## src/rtl/fb_pixel_writer.sv

```systemverilog
// Packs an 8-bit RRRGGGBB pixel stream two-per-word and writes the words
// row-major into port A of the 16K x 16 frame memory, framed by start-of-frame.
module fb_pixel_writer #(
   parameter int unsigned COLS        = 160,
   parameter int unsigned ROWS        = 120,
   parameter logic [13:0] BASE_ADDR   = 14'd0,
   parameter bit          GATE_VBLANK = 1'b0
) (
   input  logic        clk,
   input  logic        rst_n,
   input  logic [7:0]  pix_data,
   input  logic        pix_valid,
   input  logic        pix_sof,
   output logic        pix_ready,
   input  logic        vblank,
   output logic        mem_we,
   output logic [13:0] mem_addr,
   output logic [15:0] mem_din,
   output logic        busy,
   output logic        frame_done,
   output logic [7:0]  frame_count,
   output logic        sync_err
);

   localparam int unsigned ADDR_W = 14;
   localparam int unsigned PIX_W  = 8;
   localparam int unsigned WORD_W = 16;
   localparam int unsigned CNT_W  = 8;
   localparam int unsigned COL_W  = (COLS > 2) ? $clog2(COLS) : 1;
   localparam int unsigned ROW_W  = (ROWS > 2) ? $clog2(ROWS) : 1;
   localparam logic [COL_W-1:0] COL_LAST = COL_W'(COLS - 1);
   localparam logic [ROW_W-1:0] ROW_LAST = ROW_W'(ROWS - 1);

   typedef enum logic [1:0] {
      ST_IDLE   = 2'd0,
      ST_ACTIVE = 2'd1,
      ST_DONE   = 2'd2
   } state_e;

   state_e              state_q, state_d;
   logic [COL_W-1:0]    col_q, col_d;
   logic [ROW_W-1:0]    row_q, row_d;
   logic [ADDR_W-1:0]   word_q, word_d;
   logic [PIX_W-1:0]    low_q, low_d;
   logic                mem_we_q, mem_we_d;
   logic [ADDR_W-1:0]   mem_addr_q, mem_addr_d;
   logic [WORD_W-1:0]   mem_din_q, mem_din_d;
   logic                busy_q, busy_d;
   logic                frame_done_q, frame_done_d;
   logic [CNT_W-1:0]    frame_count_q, frame_count_d;
   logic                sync_err_q, sync_err_d;
   logic                accept;

   // Ready is combinational so a gated or DONE cycle stalls the source immediately
   assign pix_ready = (GATE_VBLANK ? vblank : 1'b1) && (state_q != ST_DONE);
   assign accept    = pix_valid && pix_ready;

   always_comb begin
      state_d       = state_q;
      col_d         = col_q;
      row_d         = row_q;
      word_d        = word_q;
      low_d         = low_q;
      mem_we_d      = 1'b0;
      mem_addr_d    = mem_addr_q;
      mem_din_d     = mem_din_q;
      frame_done_d  = 1'b0;
      frame_count_d = frame_count_q;
      sync_err_d    = 1'b0;

      unique case (state_q)
         ST_IDLE: begin
            if (accept) begin
               if (pix_sof) begin
                  low_d   = pix_data;
                  col_d   = COL_W'(1);
                  row_d   = '0;
                  word_d  = '0;
                  state_d = ST_ACTIVE;
               end else begin
                  sync_err_d = 1'b1;
               end
            end
         end
         ST_ACTIVE: begin
            if (accept) begin
               if (pix_sof) begin
                  // Resynchronise: this pixel becomes (0,0); any held low byte is lost
                  sync_err_d = 1'b1;
                  low_d      = pix_data;
                  col_d      = COL_W'(1);
                  row_d      = '0;
                  word_d     = '0;
               end else begin
                  if (col_q == COL_LAST) begin
                     col_d = '0;
                     row_d = row_q + ROW_W'(1);
                  end else begin
                     col_d = col_q + COL_W'(1);
                  end
                  if (!col_q[0]) begin
                     low_d = pix_data;
                  end else begin
                     mem_we_d   = 1'b1;
                     mem_addr_d = BASE_ADDR + word_q;
                     mem_din_d  = {pix_data, low_q};
                     word_d     = word_q + ADDR_W'(1);
                     if ((col_q == COL_LAST) && (row_q == ROW_LAST)) begin
                        row_d   = '0;
                        state_d = ST_DONE;
                     end
                  end
               end
            end
         end
         ST_DONE: begin
            frame_done_d  = 1'b1;
            frame_count_d = frame_count_q + CNT_W'(1);
            state_d       = ST_IDLE;
         end
         default: state_d = ST_IDLE;
      endcase

      busy_d = (state_d == ST_ACTIVE);
   end

   always_ff @(posedge clk or negedge rst_n) begin
      if (!rst_n) begin
         state_q       <= ST_IDLE;
         col_q         <= '0;
         row_q         <= '0;
         word_q        <= '0;
         low_q         <= '0;
         mem_we_q      <= 1'b0;
         mem_addr_q    <= BASE_ADDR;
         mem_din_q     <= '0;
         busy_q        <= 1'b0;
         frame_done_q  <= 1'b0;
         frame_count_q <= '0;
         sync_err_q    <= 1'b0;
      end else begin
         state_q       <= state_d;
         col_q         <= col_d;
         row_q         <= row_d;
         word_q        <= word_d;
         low_q         <= low_d;
         mem_we_q      <= mem_we_d;
         mem_addr_q    <= mem_addr_d;
         mem_din_q     <= mem_din_d;
         busy_q        <= busy_d;
         frame_done_q  <= frame_done_d;
         frame_count_q <= frame_count_d;
         sync_err_q    <= sync_err_d;
      end
   end

   assign mem_we      = mem_we_q;
   assign mem_addr    = mem_addr_q;
   assign mem_din     = mem_din_q;
   assign busy        = busy_q;
   assign frame_done  = frame_done_q;
   assign frame_count = frame_count_q;
   assign sync_err    = sync_err_q;

endmodule

```

## config.mk

```make
export PLATFORM = sky130hd
export DESIGN_NAME = fb_pixel_writer
export DESIGN_NICKNAME = d
export VERILOG_FILES = /design/src/rtl/fb_pixel_writer.sv
export SDC_FILE = /design/constraint.sdc
export NUM_CORES = 1
export LEC_CHECK = 0
export CAP_MARGIN = 20
export CELL_PAD_IN_SITES_DETAIL_PLACEMENT = 0
export CELL_PAD_IN_SITES_GLOBAL_PLACEMENT = 2
export CORE_MARGIN = 2
export CORE_UTILIZATION = 32
export DETAILED_ROUTE_END_ITERATION = 6
export GPL_TIMING_DRIVEN = 1
export PLACE_DENSITY = 0.81
export SLEW_MARGIN = 20
export SYNTH_ARGS = -nofsm -noshare
export SYNTH_HDL_FRONTEND = slang
export SYNTH_SLANG_ARGS = --single-unit
```

## constraint.sdc

```tcl
create_clock -name clk -period 2.3 [get_ports clk]
set_clock_uncertainty 0.15 [all_clocks]
set_input_delay 0.345 -clock clk [delete_from_list [all_inputs] [get_ports clk]]
set_output_delay 0.345 -clock clk [all_outputs]
set_load 0.05 [all_outputs]
```

# Yosys cells after proc, flatten, opt, wreduce, memory -nomap -nowiden

Cells that the tools add are included.

Register bits: 81
Input port bits: 13
Output and inout bits: 43
Word-level logic and storage cells: 79

Add/subtract/negate cells: 4
Equality and inequality tests: 11
Multiplexer cells: 43
Bitwise operators: 1
Reductions and logical operators: 8

Operators with widths:

| cell                                                 | number |
|---|---|
| two-way mux 8 bit                                    | 10 |
| two-way mux 14 bit                                   | 5 |
| two-way mux 7 bit                                    | 7 |
| one-hot mux 8 bit (2 select lines)                   | 2 |
| one-hot mux 14 bit (2 select lines)                  | 1 |
| adder 8 x 1 -> 8 bit (second input constant)         | 2 |
| adder 14 x 1 -> 14 bit (second input constant)       | 1 |
| one-hot mux 7 bit (2 select lines)                   | 1 |
| two-way mux 2 bit                                    | 6 |
| AND reduction 5 bit                                  | 2 |
| two-way mux 1 bit                                    | 9 |
| equality test 8 bit (second input constant)          | 1 |
| != test 2 bit (second input constant)                | 4 |
| AND reduction 4 bit                                  | 2 |
| adder 7 x 1 -> 7 bit (second input constant)         | 1 |
| equality test 7 bit (second input constant)          | 1 |
| != test 3 bit (second input constant)                | 2 |
| equality test 2 x 1 -> 1 bit (second input constant) | 2 |
| one-hot mux 2 bit (2 select lines)                   | 1 |
| equality test 2 bit (second input constant)          | 1 |
| logical AND 1 bit                                    | 2 |
| zero test 2 bit                                      | 1 |
| one-hot mux 1 bit (2 select lines)                   | 1 |
| nonzero test 2 bit                                   | 1 |
| inverter 1 bit                                       | 1 |

# Longest topological paths before layout

Gate-level depths: netlist of the first run.

Depth after elaboration: 8
Depth in mapped cells: 8
Depth with buffers taken out: 6

# Least setup slack after synthesis of the first run

OpenSTA, ideal clock, no wires.

Kind: register -> register
Start: register col_q[0]
End: register row_q[2]
Library setup time: 78 ps
Arrival time: 1894 ps
Required time: 2072 ps
Slack: 178 ps
Stages on the path, launching flop included: 7
Path buffers: 1
Period minus slack after synthesis: 2122 ps
Cells stage by stage: dfrtp_1 ha_1 nand4_1 or4_1 buf_2 or3_1 a21oi_1

Cells in the longest elaborated chain, start to end: 7
Elaborated cells on any way between the ends: 8
Those cells by class: 1 x eq/ne; 6 x mux; 1 x reduce/logical

Ends and longest elaborated chain:

| element                                                       | line    | text |
|---|---|---|
| from (decl)                                                   | 41      | `logic [COL_W-1:0] col_q, col_d;` |
| from (signal assigned)                                        | 143     | `col_q <= col_d;` |
| equality test 8 bit                                           | 95, 108 |  |
| two-way mux 7 bit / logical AND 1 bit (equally long branches) | 95, 108 |  |
| two-way mux 7 bit                                             | 108     | `if ((col_q == COL_LAST) && (row_q == ROW_LAST)) begin` |
| two-way mux 7 bit (*)                                         | 101     | `if (!col_q[0]) begin` |
| two-way mux 7 bit (*)                                         | 87      | `if (pix_sof) begin` |
| two-way mux 7 bit (*)                                         | 86      | `if (accept) begin` |
| one-hot mux 7 bit (2 select lines) (*)                        | 71      | `unique case (state_q)` |
| to (signal assigned)                                          | 144     | `row_q <= row_d;` |
| to (decl)                                                     | 42      | `logic [ROW_W-1:0] row_q, row_d;` |

Every way passes the cells marked *; elsewhere a longest branch is shown, timed or not. The select of a mux whose other input is x is not followed.
A chain may end at the register's enable or synchronous reset.

# Worst setup path after layout of the first run

Ends and elaborated chain as after synthesis.

==> key figures, run 1 <==
Routing
  – DRT iter0 DRCs: 81
  – DR DRC count: 0
  – Via density: 4.95
  – ANT nets after route: 0
  – Wirelength per Cell: 14.4 µm
  – Vias: 2661
  – Final wirelength: 7.76 mm
  – First drt pass iteration count: 4

Setup path
  – Reg2reg start: col_q[0]$_DFFE_PN0P_
  – CP required: 2430 ps
  – Max FO, Critical Path: 5
  – Worst Setup End Kind: flip-flop
  – Kind of start point of the critical path: flip-flop
  – Worst path arrival time: 2260 ps
  – FF-to-FF End: row_q[2]$_DFFE_PN0P_
  – Crit path kind: flip-flop to flip-flop
  – FF-to-FF setup slack: 170 ps
  – Worst R2R Path Depth: 5

Pwr
  – Register share of total power: 0.447
  – Combinational fraction of design power: 0.256
  – Sw Ratio: 0.325
  – Static Leak: 2.08 nW
  – Cell internal pwr: 2.51 mW
  – PwrDens: 790 nW/µm²
  – Max IR drop VDD: 585 µV
  – Sw power: 1.21 mW
  – Clock Power Share: 0.297

Cells and area
  – Area Growth Syn to Fin: 31.3%
  – Antenna Cells: 0
  – Layout cells sized above 1: 0.241
  – Most frequent cells in the layout: dfrtp_1 (81), clkdlybuf4s50_1 (52), mux2_2 (38)
  – Nets@finish: 410
  – Final core utilization: 0.433
  – Post-route insts no fill: 538
  – Most common cell after layout, fill and taps aside: dfrtp_1

Timing
  – Final min period: 2130 ps
  – Setup-failing EPs final: 0
  – Final Max Tran Viols: 0
  – Setup ws final: 165 ps
  – Actual slew at the worst max-slew pin: 592 ps
  – RSZ-0062 raised after global routing: false
  – Final Hold Viols: 0
  – Slew headroom: 0.601
  – Hold Slack: 311 ps
  – Fin crit share: 0.928
  – Final TNS setup: 0 ps
  – F_max: 468 MHz

Floorplan
  – Die Y: 110 µm
  – Core area: 10900 µm²
  – # rows: 38
  – Boundary pin count: 56
  – Initial Util: 0.329
  – Die area: 12100 µm²
  – Die Wd: 110 µm

GRT
  – GR Util met3: 0.0267
  – First-pass GRT wire length: 12.7 mm
  – Grt met1 use: 0.191
  – Initial antenna violation count: 0
  – Vias in the first global route: 2508
  – Largest net degree at the start of global routing: 53
  – Met2 Track Usage GR: 0.201
  – Gr ovfl total: 0
  – Top Usage Layer GRT: met2
  – GR Util All Layers: 0.137

Synth
  – Main synth FF type: dfrtp_1
  – Sequential element share of the synthesized area: 0.565
  – Post-synth EDFFs: 0
  – Synthesized instance count: 310
  – Yosys cell types: 50
  – YS warnings: 0
  – Synth Area per Inst: 11.6 µm²
  – Asr flop ratio synth: 1.00
  – Mapped Area: 3590 µm²
  – Syn Nets: 327
  – Synth Register Bits: 81

Placed design
  – Inst Count DP: 521
  – Dpl hpwl: 5.43 mm
  – Gpl congestion: 0.784
  – I/O Buffers: 54
  – Place WS: -126 ps

Min path
  – Worst min-delay path class: input pin to asynchronous set/reset pin

Clock network
  – Clk root buf: clkbuf_8
  – Worst-Skew Late Latency: 350 ps
  – Cts repair resizes: 0
  – Post-CTS setup buffers: 0
  – CTS Hold Bufs: 1
  – Clock sinks: 81
  – Clock buffer count from CTS: 9
  – Clk slew on worst S/H paths: 80 ps
  – H-tree depth: 3
  – Clock buffer depth: 2
  – CTS tree: done

Status
  – Status: complete, no violations

Job
  – Max-cap violations: 0
## power groups by stage
stage | sequential, mW | clock (mW) | combinational, mW
final | 1.66 | 1.11 | 0.951
after global routing | 1.68 | 1.21 | 1.01
after CTS | 1.66 | 1.15 | 0.964
after detailed placement | 1.69 | 0 | 0.962
after global placement | 1.69 | 0 | 0.955
after floorplan | 2.07 | 0 | 0.212
## worst max-delay path by stage
| stage | depth (start not counted) | endpoint | slack (ps) | startpoint |
|---|---|---|---|---|
| final | 5 | row_q[2]$_DFFE_PN0P_ | 170 | col_q[0]$_DFFE_PN0P_ |
| after global routing | 5 | row_q[2]$_DFFE_PN0P_ | 40 | col_q[1]$_DFFE_PN0P_ |
| after CTS | 5 | row_q[2]$_DFFE_PN0P_ | 170 | col_q[0]$_DFFE_PN0P_ |
| after detailed placement | 5 | row_q[2]$_DFFE_PN0P_ | -130 | pix_valid |
| after global placement | 6 | row_q[6]$_DFFE_PN0P_ | -100 | pix_valid |
| after floorplan | 6 | row_q[2]$_DFFE_PN0P_ | 180 | col_q[0]$_DFFE_PN0P_ |
## worst max-delay path, stage by stage (launching register included)
cell     delay, ps
dfrtp_1        360
ha_1           240
nand4_1        210
or4_1          610
or3_1          340
a21oi_1        150
## Yosys cell counts, drive strengths merged (2+ instances only)
library cell,number,share of area
a21o,3,0.0063
a21oi,16,0.023
a22o,2,0.0049
a31o,5,0.012
a31oi,3,0.0052
and2,3,0.0052
and3,9,0.016
buf,4,0.0077
clkbuf,6,0.0063
dfrtp,81,0.57
ha,4,0.014
inv,7,0.0073
mux2,39,0.12
mux2i,2,0.0056
nand2,27,0.028
nand3,11,0.015
nand3b,2,0.0042
nand4,3,0.0052
nand4b,2,0.0049
nor2,15,0.016
nor3,8,0.011
nor3b,2,0.0042
nor4,4,0.0070
nor4b,2,0.0049
o21ai,18,0.025
o22ai,2,0.0035
or2,4,0.0070
or3b,2,0.0056
xnor2,7,0.017
xor2,2,0.0049
## metrics by stage
| stage | instance area, µm² | power [mW] |
|---|---|---|
| after floorplan | 3590 | 2.28 |
| after global placement | 4490 | 2.64 |
| after detailed placement | 4490 | 2.65 |
| after CTS | 4710 | 3.78 |
| after global routing | 4710 | 3.90 |
| final | 4710 | 3.72 |
## flip-flops by register name, indices dropped and copies added (netlist names)
name         cells
busy             1
col_q            8
frame_count      8
frame_done       1
low_q            8
mem_addr        14
mem_din         16
mem_we           1
row_q            7
state_q          2
sync_err         1
word_q          14
## cells by family after synthesis
family / after synthesis / synth area share
buf+inv: 17 / 0.0213
mux: 41 / 0.128
simple gates: 101 / 0.150
xor+xnor: 9 / 0.0220
fa+ha+maj: 4 / 0.0140
flops: 81 / 0.565
compound gates: 57 / 0.0998
## layer usage
layer,up-vias,share of wire
li1,1292,-
met1,1319,0.47
met2,40,0.47
met3,10,0.038
met4,0,0.019
met5,-,0
## final cells by class
type,count,area (µm²)
sequential,81,2030
fill,1053,6180
tap,140,175
clock buffer,11,151
clock inverter,5,61.3
inverter,7,26.3
timing repair buffer,82,786
multi-input combinational,212,1480
Power figures use the tool's default switching activity.
==> inputs of run 2 (changes only) <==
CORE_MARGIN = 4   (was 2)
==> key figures, run 2 (same netlist as run 1, synthesis figures left out) <==
Cells and area
  – Layout cells sized above 1: 0.239 (-0.00191)
  – Max reg flops: 16 (unchanged)
  – Most common cell after layout, fill and taps aside: dfrtp_1
  – Register area: 2030 µm² (unchanged)
  – Area Growth Syn to Fin: 31.1%
  – Fillers: 1051 (-0.19%)
  – Area of the multi-input gates: 1480 µm² (unchanged)
  – Antenna Cells: 0 (unchanged)
  – Nets@finish: 409 (-0.24%)
  – Most frequent cells in the layout: dfrtp_1 (81), clkdlybuf4s50_1 (52), mux2_2 (38)
  – Post-route insts no fill: 537 (-0.19%)
  – Final core utilization: 0.432 (-0.000919)

Clock network
  – Clk root buf: clkbuf_8
  – H-tree depth: 3 (unchanged)
  – Clock buffer depth: 2 (unchanged)
  – CTS tree: done
  – Clock sinks: 81 (unchanged)
  – Post-CTS setup buffers: 0 (unchanged)
  – Clk slew on worst S/H paths: 90 ps (about the same)
  – Worst-Skew Late Latency: 340 ps (about the same)
  – Clock buffer count from CTS: 9 (unchanged)

Setup path
  – Crit path kind: flip-flop to flip-flop
  – Worst Setup End Kind: flip-flop
  – CP required: 2370 ps (-60 ps)
  – FF-to-FF setup slack: 150 ps (-20 ps)
  – Max FO, Critical Path: 6 (+1)
  – Worst path max stage delay: 600 ps (about the same)
  – Worst path arrival time: 2220 ps (-40 ps)
  – Kind of start point of the critical path: flip-flop
  – Worst R2R Path Depth: 6 (+1)
  – FF-to-FF End: row_q[3]$_DFFE_PN0P_
  – Reg2reg start: col_q[1]$_DFFE_PN0P_
  – CP cell instances: ha_1, nand4_1, or4_1, buf_4, o21ai_0, a21oi_1
  – CP max stage cell: or4_1

Status
  – Status: complete, no violations

Placed design
  – Gpl congestion: 0.820 (+4.7%)
  – Dpl hpwl: 5.66 mm (+4.2%)
  – Inst Count DP: 520 (-0.19%)
  – I/O Buffers: 54 (unchanged)

GRT
  – Vias in the first global route: 2678 (+6.8%)
  – First-pass GRT wire length: 13.2 mm (+4.2%)
  – Initial antenna violation count: 0 (unchanged)
  – Gr ovfl total: 0 (unchanged)
  – GR Util All Layers: 0.125 (-0.0114)
  – Largest net degree at the start of global routing: 39 (-26%)

Timing
  – Fin crit share: 0.937 (+0.00867)
  – Setup-failing EPs final: 0 (unchanged)
  – F_max: 464 MHz (-0.93%)
  – RSZ-0062 raised after global routing: false
  – Final Hold Viols: 0 (unchanged)
  – Slew headroom: 0.583 (-0.0185)
  – Final min period: 2150 ps (+19.9 ps)
  – Actual slew at the worst max-slew pin: 620 ps (+27.5 ps)
  – Final Max Tran Viols: 0 (unchanged)

Min path
  – Hold EP: frame_count[7]$_DFFE_PN0P_
  – Worst min-delay path class: flip-flop to flip-flop
  – Hold path start: frame_count[7]$_DFFE_PN0P_
  – Hold Crit Depth: 1

Floorplan
  – Boundary pin count: 56 (unchanged)
  – Die Y: 114 µm (+3.6%)
  – Die area: 13000 µm² (+7.4%)
  – # rows: 38 (unchanged)
  – Initial Util: 0.329 (unchanged)
  – Die Wd: 114 µm (+3.6%)
  – Core area: 10900 µm² (unchanged)

Routing
  – Wirelength per Cell: 14.5 µm (+0.33%)
  – Vias: 2629 (-1.2%)
  – Via density: 4.90 (-1.0%)
  – Final wirelength: 7.77 mm (+0.14%)
  – ANT nets after route: 0 (unchanged)
  – DR DRC count: 0 (unchanged)
  – First drt pass iteration count: 5 (+1)
  – DRT iter0 DRCs: 143 (+77%)

Job
  – Max-cap violations: 0 (unchanged)

Pwr
  – Static Leak: 2.07 nW (-0.62%)
  – Max IR drop VDD: 540 µV (-7.8%)
  – PwrDens: 787 nW/µm² (-0.35%)
[run 2: cell types whose count changed in the layout (fill, tap and decap cells not counted), sizes merged]
cell / previous run / this run
buf: 29 / 28
clkbuf: 11 / 10
clkinvlp: 0 / 1
[run 2: cell type report]
type / instances / area share
inverter: 7 / 0.00559
multi-input combinational: 212 / 0.315
sequential: 81 / 0.431
timing repair buffer: 81 / 0.166
clock buffer: 10 / 0.0293
clock inverter: 6 / 0.0154
tap: 140 / 0.0373
[run 2: through the flow]
stage / setup TNS [ps] / worst slack [ps] / area [µm²] / total power, mW / hold WS, ps
after floorplan: 0 / 178 / 3590 / 2.28 / -101
after global placement: -3120 / -106 / 4480 / 2.64 / 207
after detailed placement: -4000 / -140 / 4480 / 2.66 / 213
after CTS: 0 / 136 / 4700 / 3.75 / 330
after global routing: 0 / 3.44 / 4700 / 3.88 / 341
final: 0 / 145 / 4700 / 3.70 / 323
[run 2: power breakdown]
part	total [mW]	internal, mW	switching [mW]	leakage (nW)
clock	1.08	0.543	0.537	0.103
sequential	1.66	1.58	0.0871	1.06
combinational	0.954	0.367	0.588	0.903
[run 2: per-layer routing]
metal  track usage  wire length (µm)  vias up
met5             0                 0        -
met4        0.0428                91        0
met3        0.0228               261        7
li1              -                 -     1290
met1         0.172              3650     1280
met2         0.199              3770       52
[run 2: worst max path at each step]
stage               cells past startpoint  slack, ps              endpoint                 start
finish                                  6        150  row_q[3]$_DFFE_PN0P_  col_q[1]$_DFFE_PN0P_
global route                            6          3  row_q[3]$_DFFE_PN0P_  col_q[1]$_DFFE_PN0P_
CTS                                     6        140  row_q[3]$_DFFE_PN0P_  col_q[1]$_DFFE_PN0P_
detailed placement                      5       -140  row_q[2]$_DFFE_PN0P_             pix_valid
global placement                        6       -110  row_q[6]$_DFFE_PN0P_             pix_valid
floorplan                               6        180  row_q[2]$_DFFE_PN0P_  col_q[0]$_DFFE_PN0P_
[run 2: worst max-delay path: cells and delay by family (launching register included)]
family | cells | cell delay, ps
AO/OA/AOI/OAI | 2 | 260
adder cells (fa/ha/maj) | 1 | 250
buffers and inverters | 1 | 180
flip-flops | 1 | 380
AND/OR/NAND/NOR | 2 | 810
[run 2: repair_timing]
action | CTS | global route
endpoints found under the setup margin | 0 | 1
endpoints found under the hold margin | 36 | 0
resized for setup | 0 | 0
hold buffers | 1 | 0
==> inputs of run 3 (changes only) <==
CAP_MARGIN = 0   (was 20)
SETUP_SLACK_MARGIN = 0.4   (was unset)
==> key figures, run 3 (same netlist as run 1, synthesis figures left out) <==
Routing
  – First drt pass iteration count: 4 (-1)
  – Vias: 2711 (+3.1%)
  – ANT nets after route: 0 (unchanged)
  – Final wirelength: 8.69 mm (+12%)
  – Via density: 4.91 (+0.32%)
  – DRT iter0 DRCs: 126 (-12%)
  – Wirelength per Cell: 15.7 µm (+8.8%)
  – DR DRC count: 0 (unchanged)

Setup path
  – Worst path arrival time: 2200 ps (-20 ps)
  – Crit path kind: flip-flop to flip-flop
  – CP required: 2440 ps (+70 ps)
  – Kind of start point of the critical path: flip-flop
  – FF-to-FF setup slack: 240 ps (+90 ps)
  – Reg2reg start: state_q[1]$_DFF_PN0_
  – Worst Setup End Kind: flip-flop
  – Max FO, Critical Path: 5 (-1)
  – Worst R2R Path Depth: 5 (-1)
  – FF-to-FF End: row_q[2]$_DFFE_PN0P_

Cells and area
  – Fillers: 997 (-5.1%)
  – Final core utilization: 0.469 (+0.0376)
  – Most frequent cells in the layout: dfrtp_1 (81), dlygate4sd2_1 (43), buf_4 (31)
  – Area Growth Syn to Fin: 42.5%
  – Post-route insts no fill: 552 (+2.8%)
  – Most common cell after layout, fill and taps aside: dfrtp_1
  – Area of the multi-input gates: 1730 µm² (+17%)
  – Register area: 2030 µm² (unchanged)
  – Nets@finish: 424 (+3.7%)
  – Max reg flops: 16 (unchanged)
  – Antenna Cells: 0 (unchanged)
  – Layout cells sized above 1: 0.320 (+0.0811)

Pwr
  – Combinational fraction of design power: 0.260 (+0.002)
  – Static Leak: 2.41 nW (+17%)
  – Max IR drop VDD: 523 µV (-3.1%)
  – Clock Power Share: 0.314 (+0.022)
  – PwrDens: 765 nW/µm² (-2.8%)
  – Sw Ratio: 0.334 (+0.00627)
  – Cell internal pwr: 2.60 mW (+4.7%)
  – Sw power: 1.31 mW (+7.7%)
  – Register share of total power: 0.426 (-0.024)

Timing
  – Final TNS setup: 0 ps (unchanged)
  – Actual slew at the worst max-slew pin: 527 ps (-93.0 ps)
  – Final min period: 2060 ps (-92.3 ps)
  – Fin crit share: 0.897 (-0.0401)
  – Slew headroom: 0.650 (+0.0678)
  – Setup-failing EPs final: 0 (unchanged)
  – RSZ-0062 raised after global routing: true
  – Final Hold Viols: 0 (unchanged)
  – F_max: 485 MHz (+4.5%)
  – Final Max Tran Viols: 0 (unchanged)
  – Setup ws final: 238 ps (+92.3 ps)

Clock network
  – Clock sinks: 81 (unchanged)
  – H-tree depth: 3 (unchanged)
  – Clk root buf: clkbuf_8
  – Clk slew on worst S/H paths: 100 ps (about the same)
  – CTS tree: done
  – Worst-Skew Late Latency: 360 ps (+20 ps)
  – Clock buffer depth: 2 (unchanged)
  – Clock buffer count from CTS: 9 (unchanged)

GRT
  – GR Util All Layers: 0.138 (+0.0123)
  – Initial antenna violation count: 0 (unchanged)
  – Vias in the first global route: 2776 (+3.7%)
  – Gr ovfl total: 0 (unchanged)
  – First-pass GRT wire length: 14.3 mm (+8.4%)
  – Largest net degree at the start of global routing: 37 (-5.1%)

Floorplan
  – # rows: 38 (unchanged)
  – Die Y: 114 µm (unchanged)
  – Boundary pin count: 56 (unchanged)
  – Die Wd: 114 µm (unchanged)
  – Die area: 13000 µm² (unchanged)
  – Core area: 10900 µm² (unchanged)
  – Initial Util: 0.329 (unchanged)

Min path
  – Hold path start: frame_count[7]$_DFFE_PN0P_
  – Hold EP: frame_count[7]$_DFFE_PN0P_
  – Hold Crit Depth: 1 (unchanged)
  – Worst min-delay path class: flip-flop to flip-flop

Placed design
  – Place WS: -130 ps (+9.37 ps)
  – Gpl congestion: 0.779 (-5.1%)
  – Inst Count DP: 520 (unchanged)
  – Dpl hpwl: 5.57 mm (-1.5%)
  – I/O Buffers: 54 (unchanged)

Status
  – Status: complete, no violations

Job
  – Max-cap violations: 0 (unchanged)
[run 3: cell types whose count changed in the layout (fill, tap and decap cells not counted), sizes merged]
cell / before / now
clkdlybuf4s50: 52 / 9
dlygate4sd2: 0 / 43
buf: 28 / 42
clkinv: 2 / 0
inv: 9 / 11
bufinv: 1 / 2
[run 3: how the worst max path moves through the flow]
stage                          from              endpoint  cells past startpoint
6_report       state_q[1]$_DFF_PN0_  row_q[2]$_DFFE_PN0P_                      5
5_1_grt        state_q[1]$_DFF_PN0_  row_q[2]$_DFFE_PN0P_                      5
4_1_cts        state_q[1]$_DFF_PN0_  row_q[2]$_DFFE_PN0P_                      5
3_5_place_dp              pix_valid  row_q[3]$_DFFE_PN0P_                      6
3_3_place_gp              pix_valid  row_q[6]$_DFFE_PN0P_                      6
2_1_floorplan  col_q[0]$_DFFE_PN0P_  row_q[2]$_DFFE_PN0P_                      6
[run 3: metal layers]
| layer | GRT usage | share of wire |
|---|---|---|
| met4 | 0.0459 | 0.016 |
| met5 | 0 | 0 |
| met1 | 0.194 | 0.48 |
| met2 | 0.207 | 0.47 |
| met3 | 0.0345 | 0.032 |
[run 3: worst max-delay path, cell delays in order, from the launching register on]
cell and delay (ps):
dfrtp_1 420, buf_6 140, or2b_4 270, or4_4 560, or3_4 340, a21oi_2 120
[run 3: area by class of cell]
| class | count | share of cell area |
|---|---|---|
| tap | 140 | 0.0343 |
| clock inverter | 7 | 0.0211 |
| timing repair buffer | 96 | 0.180 |
| inverter | 7 | 0.00514 |
| sequential | 81 | 0.397 |
| multi-input combinational | 212 | 0.338 |
| clock buffer | 9 | 0.0242 |
[run 3: power groups by stage]
stage,Sequential (mW),Clock (mW),Combinational [mW]
after global placement,1.69,0,0.963
after global routing,1.69,1.32,1.07
after detailed placement,1.69,0,0.971
after CTS,1.67,1.26,0.993
final,1.67,1.23,1.02
after floorplan,2.07,0,0.219
[run 3: what timing repair did]
action / 4_1_cts / 5_1_grt
hold buffers: 1 / 0
endpoints found under the setup margin: 86 / 62
gates resized for setup: 81 / 33
buffers inserted: 9 / 3
cloned: 2 / 1
hold endpoints to repair: 34 / 0
pin swaps: 7 / 8
[run 3: through the flow]
step	instance area, µm²	hold slack (ps)	power [mW]
5_1_grt	5110	342	4.09
3_3_place_gp	4490	184	2.65
4_1_cts	4930	329	3.92
3_5_place_dp	4490	189	2.66
6_report	5110	324	3.91
2_1_floorplan	3620	-101	2.29
